==> src/rtl/cl_dma_seq_pkg.sv <==
// Shared types and field positions for the S2MM frame sequencer.
// Covers the FSM states, the DataMover status/command bit positions and the command builder.
package cl_dma_seq_pkg;

  typedef enum logic [2:0] {
    IDLE,
    ARM,
    CMD,
    WAIT_SOF,
    STREAM,
    WAIT_STS
  } seq_state_e;

  localparam int STS_OKAY    = 7;
  localparam int STS_SLVERR  = 6;
  localparam int STS_DECERR  = 5;
  localparam int STS_INTERR  = 4;
  localparam int STS_TAG_MSB = 3;
  localparam int STS_TAG_LSB = 0;

  localparam int CMD_W        = 72;
  localparam int CMD_TAG_LSB  = 64;
  localparam int CMD_ADDR_LSB = 32;
  localparam int CMD_DRR      = 31;
  localparam int CMD_EOF      = 30;
  localparam int CMD_DSA_LSB  = 24;
  localparam int CMD_TYPE     = 23;
  localparam int CMD_BTT_W    = 23;

  // DRR, DSA and the reserved top nibble stay zero; EOF and INCR are always set.
  function automatic logic [CMD_W-1:0] mk_s2mm_cmd(input logic [3:0]           tag,
                                                   input logic [31:0]          addr,
                                                   input logic [CMD_BTT_W-1:0] btt);
    logic [CMD_W-1:0] cmd;
    cmd                       = '0;
    cmd[CMD_TAG_LSB +: 4]     = tag;
    cmd[CMD_ADDR_LSB +: 32]   = addr;
    cmd[CMD_EOF]              = 1'b1;
    cmd[CMD_TYPE]             = 1'b1;
    cmd[CMD_BTT_W-1:0]        = btt;
    return cmd;
  endfunction

endpackage

==> src/rtl/cl_dma_buf_ring.sv <==
// Frame-buffer ring: ownership bitmap, write pointer and buffer address generation.
// A claim of an index beats a simultaneous release or error-return of the same index.
module cl_dma_buf_ring
  import cl_dma_seq_pkg::*;
#(
  parameter  int NUM_BUF = 4,
  parameter  int ADDR_W  = 32,
  localparam int IW      = $clog2(NUM_BUF)
) (
  input  logic              sys_clk,
  input  logic              reset,
  input  logic [ADDR_W-1:0] buf_base_i,
  input  logic [ADDR_W-1:0] buf_stride_i,
  input  logic              claim_i,
  input  logic              advance_i,
  input  logic              release_i,
  input  logic [IW-1:0]     release_idx_i,
  input  logic              err_free_i,
  input  logic [IW-1:0]     err_free_idx_i,
  output logic [IW-1:0]     wr_ptr_o,
  output logic              ptr_free_o,
  output logic [ADDR_W-1:0] addr_o
);

  logic [NUM_BUF-1:0] free_q, free_d;
  logic [IW-1:0]      wr_ptr_q, wr_ptr_d;

  // NOTE: every combinational output gets a default first, so no path can infer a latch.
  always_comb begin
    free_d   = free_q;
    wr_ptr_d = wr_ptr_q;
    if (release_i && int'(release_idx_i) < NUM_BUF) free_d[release_idx_i] = 1'b1;
    if (err_free_i) free_d[err_free_idx_i] = 1'b1;
    if (claim_i) free_d[wr_ptr_q] = 1'b0;
    if (advance_i) wr_ptr_d = (wr_ptr_q == IW'(NUM_BUF - 1)) ? '0 : wr_ptr_q + IW'(1);
  end

  // NOTE: the bitmap is small control state rather than a data RAM, so it takes the reset value.
  always_ff @(posedge sys_clk or posedge reset) begin
    if (reset) begin
      free_q   <= '1;
      wr_ptr_q <= '0;
    end else begin
      free_q   <= free_d;
      wr_ptr_q <= wr_ptr_d;
    end
  end

  assign wr_ptr_o   = wr_ptr_q;
  assign ptr_free_o = free_q[wr_ptr_q];
  assign addr_o     = buf_base_i + ADDR_W'(wr_ptr_q) * buf_stride_i;

endmodule

==> src/rtl/cl_dma_frame_sequencer.sv <==
// Per-frame S2MM controller: arms the packer, issues one DataMover command per frame,
// gates pixel data for owned buffers and retires frames from the status stream.
module cl_dma_frame_sequencer
  import cl_dma_seq_pkg::*;
#(
  parameter  int NUM_BUF = 4,
  parameter  int ADDR_W  = 32,
  parameter  int BTT_W   = 23,
  localparam int IW      = $clog2(NUM_BUF)
) (
  input  logic              sys_clk,
  input  logic              reset,
  input  logic              enable,
  input  logic [ADDR_W-1:0] buf_base,
  input  logic [ADDR_W-1:0] buf_stride,
  input  logic [BTT_W-1:0]  frame_bytes,
  input  logic              fval,
  output logic              frame_rst,
  output logic              data_gate,
  output logic [71:0]       cmd_tdata,
  output logic              cmd_tvalid,
  input  logic              cmd_tready,
  input  logic [7:0]        sts_tdata,
  input  logic              sts_tvalid,
  output logic              sts_tready,
  input  logic              buf_release,
  input  logic [IW-1:0]     buf_release_idx,
  output logic              frame_done,
  output logic              frame_err,
  output logic [IW-1:0]     done_idx,
  output logic [15:0]       drop_cnt
);

  seq_state_e        state_q;
  logic              fval_q;
  logic              frame_rst_q, data_gate_q, cmd_tvalid_q, sts_tready_q;
  logic              frame_done_q, frame_err_q;
  logic [71:0]       cmd_tdata_q;
  logic [IW-1:0]     done_idx_q;
  logic [15:0]       drop_cnt_q;

  logic [IW-1:0]     wr_ptr;
  logic              ptr_free;
  logic [ADDR_W-1:0] ring_addr;

  logic              sof, sts_hs, sts_ok, err_free, drop_event;
  logic [3:0]        sts_tag;

  assign sof        = fval & ~fval_q;
  assign sts_tag    = sts_tdata[STS_TAG_MSB:STS_TAG_LSB];
  assign sts_hs     = (state_q == WAIT_STS) & sts_tvalid & sts_tready_q;
  assign sts_ok     = sts_tdata[STS_OKAY] & ~sts_tdata[STS_SLVERR] & ~sts_tdata[STS_DECERR]
                    & ~sts_tdata[STS_INTERR] & (sts_tag == 4'(wr_ptr));
  // A bad status hands the tagged buffer back; tags outside the ring are ignored.
  assign err_free   = sts_hs & ~sts_ok & (int'(sts_tag) < NUM_BUF);
  assign drop_event = sof & (state_q inside {IDLE, ARM, CMD, WAIT_STS});

  cl_dma_buf_ring #(
    .NUM_BUF (NUM_BUF),
    .ADDR_W  (ADDR_W)
  ) u_ring (
    .sys_clk        (sys_clk),
    .reset          (reset),
    .buf_base_i     (buf_base),
    .buf_stride_i   (buf_stride),
    .claim_i        (state_q == ARM),
    .advance_i      (sts_hs),
    .release_i      (buf_release),
    .release_idx_i  (buf_release_idx),
    .err_free_i     (err_free),
    .err_free_idx_i (sts_tag[IW-1:0]),
    .wr_ptr_o       (wr_ptr),
    .ptr_free_o     (ptr_free),
    .addr_o         (ring_addr)
  );

  // NOTE: all sequential state uses non-blocking assignments so every register sees pre-edge values.
  always_ff @(posedge sys_clk or posedge reset) begin
    if (reset) begin
      state_q      <= IDLE;
      fval_q       <= 1'b0;
      frame_rst_q  <= 1'b0;
      data_gate_q  <= 1'b0;
      cmd_tdata_q  <= '0;
      cmd_tvalid_q <= 1'b0;
      sts_tready_q <= 1'b0;
      frame_done_q <= 1'b0;
      frame_err_q  <= 1'b0;
      done_idx_q   <= '0;
      drop_cnt_q   <= '0;
    end else begin
      fval_q       <= fval;
      frame_done_q <= 1'b0;
      frame_err_q  <= 1'b0;
      if (drop_event && drop_cnt_q != 16'hFFFF) drop_cnt_q <= drop_cnt_q + 16'd1;

      case (state_q)
        IDLE: begin
          if (enable && ptr_free) begin
            frame_rst_q <= 1'b1;
            state_q     <= ARM;
          end
        end
        ARM: begin
          frame_rst_q  <= 1'b0;
          cmd_tdata_q  <= mk_s2mm_cmd(4'(wr_ptr), 32'(ring_addr), CMD_BTT_W'(frame_bytes));
          cmd_tvalid_q <= 1'b1;
          state_q      <= CMD;
        end
        CMD: begin
          if (cmd_tready) begin
            cmd_tvalid_q <= 1'b0;
            state_q      <= WAIT_SOF;
          end
        end
        // Only a fresh rising edge starts a frame; one already in flight is skipped.
        WAIT_SOF: begin
          if (sof) begin
            data_gate_q <= 1'b1;
            state_q     <= STREAM;
          end
        end
        STREAM: begin
          if (!fval) begin
            data_gate_q  <= 1'b0;
            sts_tready_q <= 1'b1;
            state_q      <= WAIT_STS;
          end
        end
        WAIT_STS: begin
          if (sts_tvalid) begin
            sts_tready_q <= 1'b0;
            frame_done_q <= sts_ok;
            frame_err_q  <= ~sts_ok;
            done_idx_q   <= wr_ptr;
            state_q      <= IDLE;
          end
        end
        default: state_q <= IDLE;
      endcase
    end
  end

  assign frame_rst  = frame_rst_q;
  assign data_gate  = data_gate_q;
  assign cmd_tdata  = cmd_tdata_q;
  assign cmd_tvalid = cmd_tvalid_q;
  assign sts_tready = sts_tready_q;
  assign frame_done = frame_done_q;
  assign frame_err  = frame_err_q;
  assign done_idx   = done_idx_q;
  assign drop_cnt   = drop_cnt_q;

endmodule
==> config.mk <==
export PLATFORM = sky130hd
export DESIGN_NAME = cl_dma_frame_sequencer
export DESIGN_NICKNAME = d
export VERILOG_FILES = /design/src/rtl/cl_dma_seq_pkg.sv /design/src/rtl/cl_dma_buf_ring.sv /design/src/rtl/cl_dma_frame_sequencer.sv
export SDC_FILE = /design/constraint.sdc
export NUM_CORES = 1
export LEC_CHECK = 0
export BUFFER_PORTS_ARGS = -buffer_cell sky130_fd_sc_hd__buf_4
export CORE_ASPECT_RATIO = 2
export CORE_MARGIN = 1.5
export CORE_UTILIZATION = 35
export DETAILED_ROUTE_END_ITERATION = 8
export MAX_ROUTING_LAYER = met4
export PLACE_DENSITY = 0.56
export SLEW_MARGIN = 15
export SYNTH_ARGS = -nofsm -noshare
export SYNTH_HDL_FRONTEND = slang
export SYNTH_SLANG_ARGS = --single-unit
==> constraint.sdc <==
create_clock -name sys_clk -period 3.9 [get_ports sys_clk]
set_input_delay 0.78 -clock sys_clk [delete_from_list [all_inputs] [get_ports sys_clk]]
set_output_delay 0.78 -clock sys_clk [all_outputs]
set_load 0.02 [all_outputs]
==> Flow_metrics.wiki <==
{| class="wikitable"
! Metric !! Value
|-
| First drt pass iteration count || 4
|-
| Max-capacitance violation count || 0
|-
| Placed inst area || 0.008448 sq mm
|-
| Worst min-delay path category || reg -> reg
|-
| Top cells by area in the synthesized netlist || sky130_fd_sc_hd__dfrtp_1 32%, sky130_fd_sc_hd__nand2_1 11%, sky130_fd_sc_hd__fa_1 9.0%
|-
| Combinational group share of total power || 0.563
|-
| Total global routing overflow || 0
|-
| Cell chosen for the clock root || sky130_fd_sc_hd__clkbuf_16
|-
| Share of post-route cells with drive strength above 1 || 0.2450
|-
| CTS tree || built
|-
| H-tree lvl count || 3
|-
| Sequential cell fraction of total power || 0.273
|-
| Netlist area before placement || 0.006897 sq mm
|-
| Peak supply drop || 0.0002915 V
|-
| Final max-slew violation count || 0
|-
| Wire length of the first global-routing pass || 28,990 um
|-
| Count of different cell masters after synthesis || 71
|-
| # setup viols final || 0
|-
| Starting Density || 0.3561
|-
| Average detailed-routed wire length per instance || 14.21 um
|-
| Clock tree skew after final layout || 0.006390 ns
|-
| Dominant synthesized flop cell || sky130_fd_sc_hd__dfrtp_1
|-
| P per Cell Area || 657.6 mW/mm^2
|-
| Cell internal power dissipation || 3217 uW
|-
| Clock sink total || 92
|-
| Crit share post-route || 0.9019
|-
| Number of nets in the final layout || 1,162
|-
| Length of routed wiring on met1 || 6490 um
|-
| Gr usage total || 0.1838
|-
| Launching element type of the critical path || flip-flop
|-
| Detailed-routed wire length on met3 || 548 um
|-
| Setup Crit Path Kind || reg -> reg
|-
| Site Rows || 72
|-
| Number of hold-slack violations in the final timing report || 0
|-
| Pin count of the biggest net entering global routing || 63
|-
| Synthesized instance count || 824
|-
| Required time of the critical path || 4.13 ns
|-
| Shortest clock period the worst path allows after layout || 3.518 ns
|-
| Count of unresolved DRC violations after routing || 0
|-
| Floorplan die height || 201.5 um
|-
| Highest clock rate || 0.2843 GHz
|-
| Max Fanout on Critical Path || 36
|-
| CTS Hold Bufs || 0
|-
| CTS-repair resized insts || 0
|-
| Count of flip-flops with a built-in enable after synthesis || 0
|-
| DP HPWL || 14,520 um
|-
| Number of synthesized register bits || 92
|-
| Area of the die || 0.02061 sq mm
|-
| Final Routed Wirelength || 17,840 um
|-
| Max Used Layer || met4
|-
| Most common cell in the netlist || sky130_fd_sc_hd__nand2_1
|-
| P_sw || 2553 uW
|-
| Clk buf depth || 2
|-
| Synthesis Warnings || 0
|-
| Post-Synthesis Mean Instance Area || 8.370 sq um
|-
| Antenna-violating nets left || 0
|-
| Number of global-route vias before repair || 6,053
|-
| RSZ-0062 raised after global routing || no
|-
| Overall die width || 102.3 um
|-
| Fraction of the yosys area taken by sequential cells || 0.3345
|-
| Average via count per standard cell || 4.764
|-
| Run status || finished clean
|-
| Port Buffer Count || 186
|-
| Signed area change from the synthesized netlist to the final layout || 27.21%
|-
| Routed length on met2 || 10,490 um
|-
| Number of vias after detailed routing || 5,979
|-
| Area of all placed cells without fillers || 0.008773 sq mm
|-
| Arrival time at the worst endpoint || 3.75 ns
|-
| Setup_tns || 0 ns
|-
| CP Capture Type || flip-flop
|-
| Number of antenna diodes || 0
|-
| Async SR Flop Fraction || 1.000
|-
| Yosys top cell by area || sky130_fd_sc_hd__dfrtp_1
|-
| CTS buffer count || 9
|-
| Standby leakage power || 0.004553 uW
|-
| First DRT Iteration DRCs || 193
|-
| Switching share of total power || 0.4425
|-
| Buffers inserted during post-CTS setup optimization || 0
|-
| Placeable core region || 0.01937 sq mm
|-
| Slew Limit Headroom || 0.4702
|-
| Later-pin clock latency in the skew report || 0.34 ns
|-
| Number of top-level design ports || 200
|-
| Routability congestion estimate || 0.8319
|-
| Synth cell count leaders || 205 x sky130_fd_sc_hd__nand2_1, 93 x sky130_fd_sc_hd__inv_1, 88 x sky130_fd_sc_hd__dfrtp_1
|-
| Initial antenna violation count || 0
|-
| Clock network power share || 0.164
|-
| Pin slew with the least headroom to its limit || 0.7947 ns
|-
| Fraction of post-synthesis cell area in the top cell type by area || 0.3193
|-
| Clock transition at the registers of the reported paths || 0.07 ns
|}
==> per-layer routing <==
| layer | vias to the layer above | track usage |
|---|---|---|
| met4 | 0 | 0.05333 |
| met2 | 135 | 0.3609 |
| li1 | 2985 | - |
| met5 | - | - |
| met1 | 2842 | 0.1831 |
| met3 | 17 | 0.01737 |
==> critical path, cell delays in order, from the launching register on <==
cell	delay, ns
sky130_fd_sc_hd__dfrtp_1	0.46
sky130_fd_sc_hd__buf_12	0.24
sky130_fd_sc_hd__nand2_1	0.09
sky130_fd_sc_hd__fa_1	0.48
sky130_fd_sc_hd__inv_1	0.04
sky130_fd_sc_hd__ha_1	0.37
sky130_fd_sc_hd__a21oi_1	0.22
sky130_fd_sc_hd__nor2_1	0.08
sky130_fd_sc_hd__o311ai_0	0.62
sky130_fd_sc_hd__a311oi_2	0.25
sky130_fd_sc_hd__a21o_2	0.28
sky130_fd_sc_hd__a211o_1	0.26
==> cells in the final DEF, fill, tap and decap left out, types with 3 or more instances in the layout <==
master,Yosys,layout
sky130_fd_sc_hd__conb_1,1,13
sky130_fd_sc_hd__nor2_1,38,38
sky130_fd_sc_hd__nand3_1,12,12
sky130_fd_sc_hd__o21ai_2,3,3
sky130_fd_sc_hd__nand3b_1,3,3
sky130_fd_sc_hd__nor3_1,9,9
sky130_fd_sc_hd__and2_1,12,12
sky130_fd_sc_hd__a21o_2,3,3
sky130_fd_sc_hd__xor2_1,19,19
sky130_fd_sc_hd__o21ai_1,8,8
sky130_fd_sc_hd__dfstp_2,4,4
sky130_fd_sc_hd__xnor2_1,27,27
sky130_fd_sc_hd__o21ai_0,38,38
sky130_fd_sc_hd__ha_1,36,36
sky130_fd_sc_hd__mux2_2,3,3
sky130_fd_sc_hd__inv_1,93,92
sky130_fd_sc_hd__nand2_1,205,204
sky130_fd_sc_hd__dfrtp_1,88,88
sky130_fd_sc_hd__nor4_1,3,3
sky130_fd_sc_hd__buf_4,14,196
sky130_fd_sc_hd__nor2b_1,5,5
sky130_fd_sc_hd__nand4_1,15,15
sky130_fd_sc_hd__a31oi_1,6,6
sky130_fd_sc_hd__and3_1,7,7
sky130_fd_sc_hd__nand2b_1,4,4
sky130_fd_sc_hd__fa_1,31,31
sky130_fd_sc_hd__a21oi_1,34,34
sky130_fd_sc_hd__clkbuf_16,0,9
sky130_fd_sc_hd__a21o_1,12,12
==> final cells by class <==
| cell class | instances | area [sq um] |
|---|---|---|
| timing repair buffer | 197 | 1491 |
| inverter | 93 | 351.6 |
| clock buffer | 10 | 239.0 |
| clock inverter | 6 | 86.33 |
| fill | 1991 | 10600 |
| sequential | 92 | 2307 |
| multi-input combinational | 598 | 3974 |
| tap | 259 | 324.1 |
==> state kept, by name, indices dropped and copies added (netlist names), 2 cells and up <==
signal           flops
cmd_tdata           58
state_q              3
u_ring.free_q        4
u_ring.wr_ptr_o      2
drop_cnt            16
done_idx             2
==> kinds of logic (layout without fill, tap and decap cells) <==
group	after synthesis	after routing	synth area share
buf+inv	146	306	0.09615
xor+xnor	46	46	0.05842
simple gates	326	326	0.2083
compound gates	140	140	0.1357
flops	92	92	0.3345
mux	6	6	0.01107
fa+ha+maj	67	67	0.1553
other cells	1	13	0.0005437
==> power by group through the flow <==
stage	registers [uW]	clock network, uW	logic (uW)
global route	1630	998	3640
global placement	1590	0	3280
floorplan	1930	0	1850
detailed placement	1600	0	3300
CTS	1580	969	3310
finish	1580	944	3250
==> per-stage QoR <==
step,power [uW],worst slack [ns],hold slack (ns),std cells,utilization
floorplan,3780,0.6412,0.5363,836,-
detailed placement,4907,0.1834,0.4632,1239,0.4362
global placement,4868,0.2045,0.4597,1239,0.4362
CTS,5866,0.3263,0.4795,1255,0.4530
global route,6266,0.1521,0.4998,1255,0.4530
finish,5770,0.3824,0.4759,1255,0.4530
==> path summary, 6_finish.rpt <==
| path | startpoint | end | slack [ns] | cells past startpoint |
|---|---|---|---|---|
| worst max-delay path | u_ring.wr_ptr_o[0] | cmd_tdata[63] | 0.38 | 11 |
| worst min-delay path | cmd_tdata[14] | cmd_tdata[14] | 0.48 | 2 |
| max in group asynchronous | reset | u_ring.free_q[2] | 2.50 | 3 |
| worst min register to register | cmd_tdata[14] | cmd_tdata[14] | 0.48 | 2 |
| min in group asynchronous | reset | drop_cnt[13] | 0.60 | 2 |
| worst max register to register | u_ring.wr_ptr_o[0] | cmd_tdata[63] | 0.38 | 11 |
(Power assumes the default switching activity.)
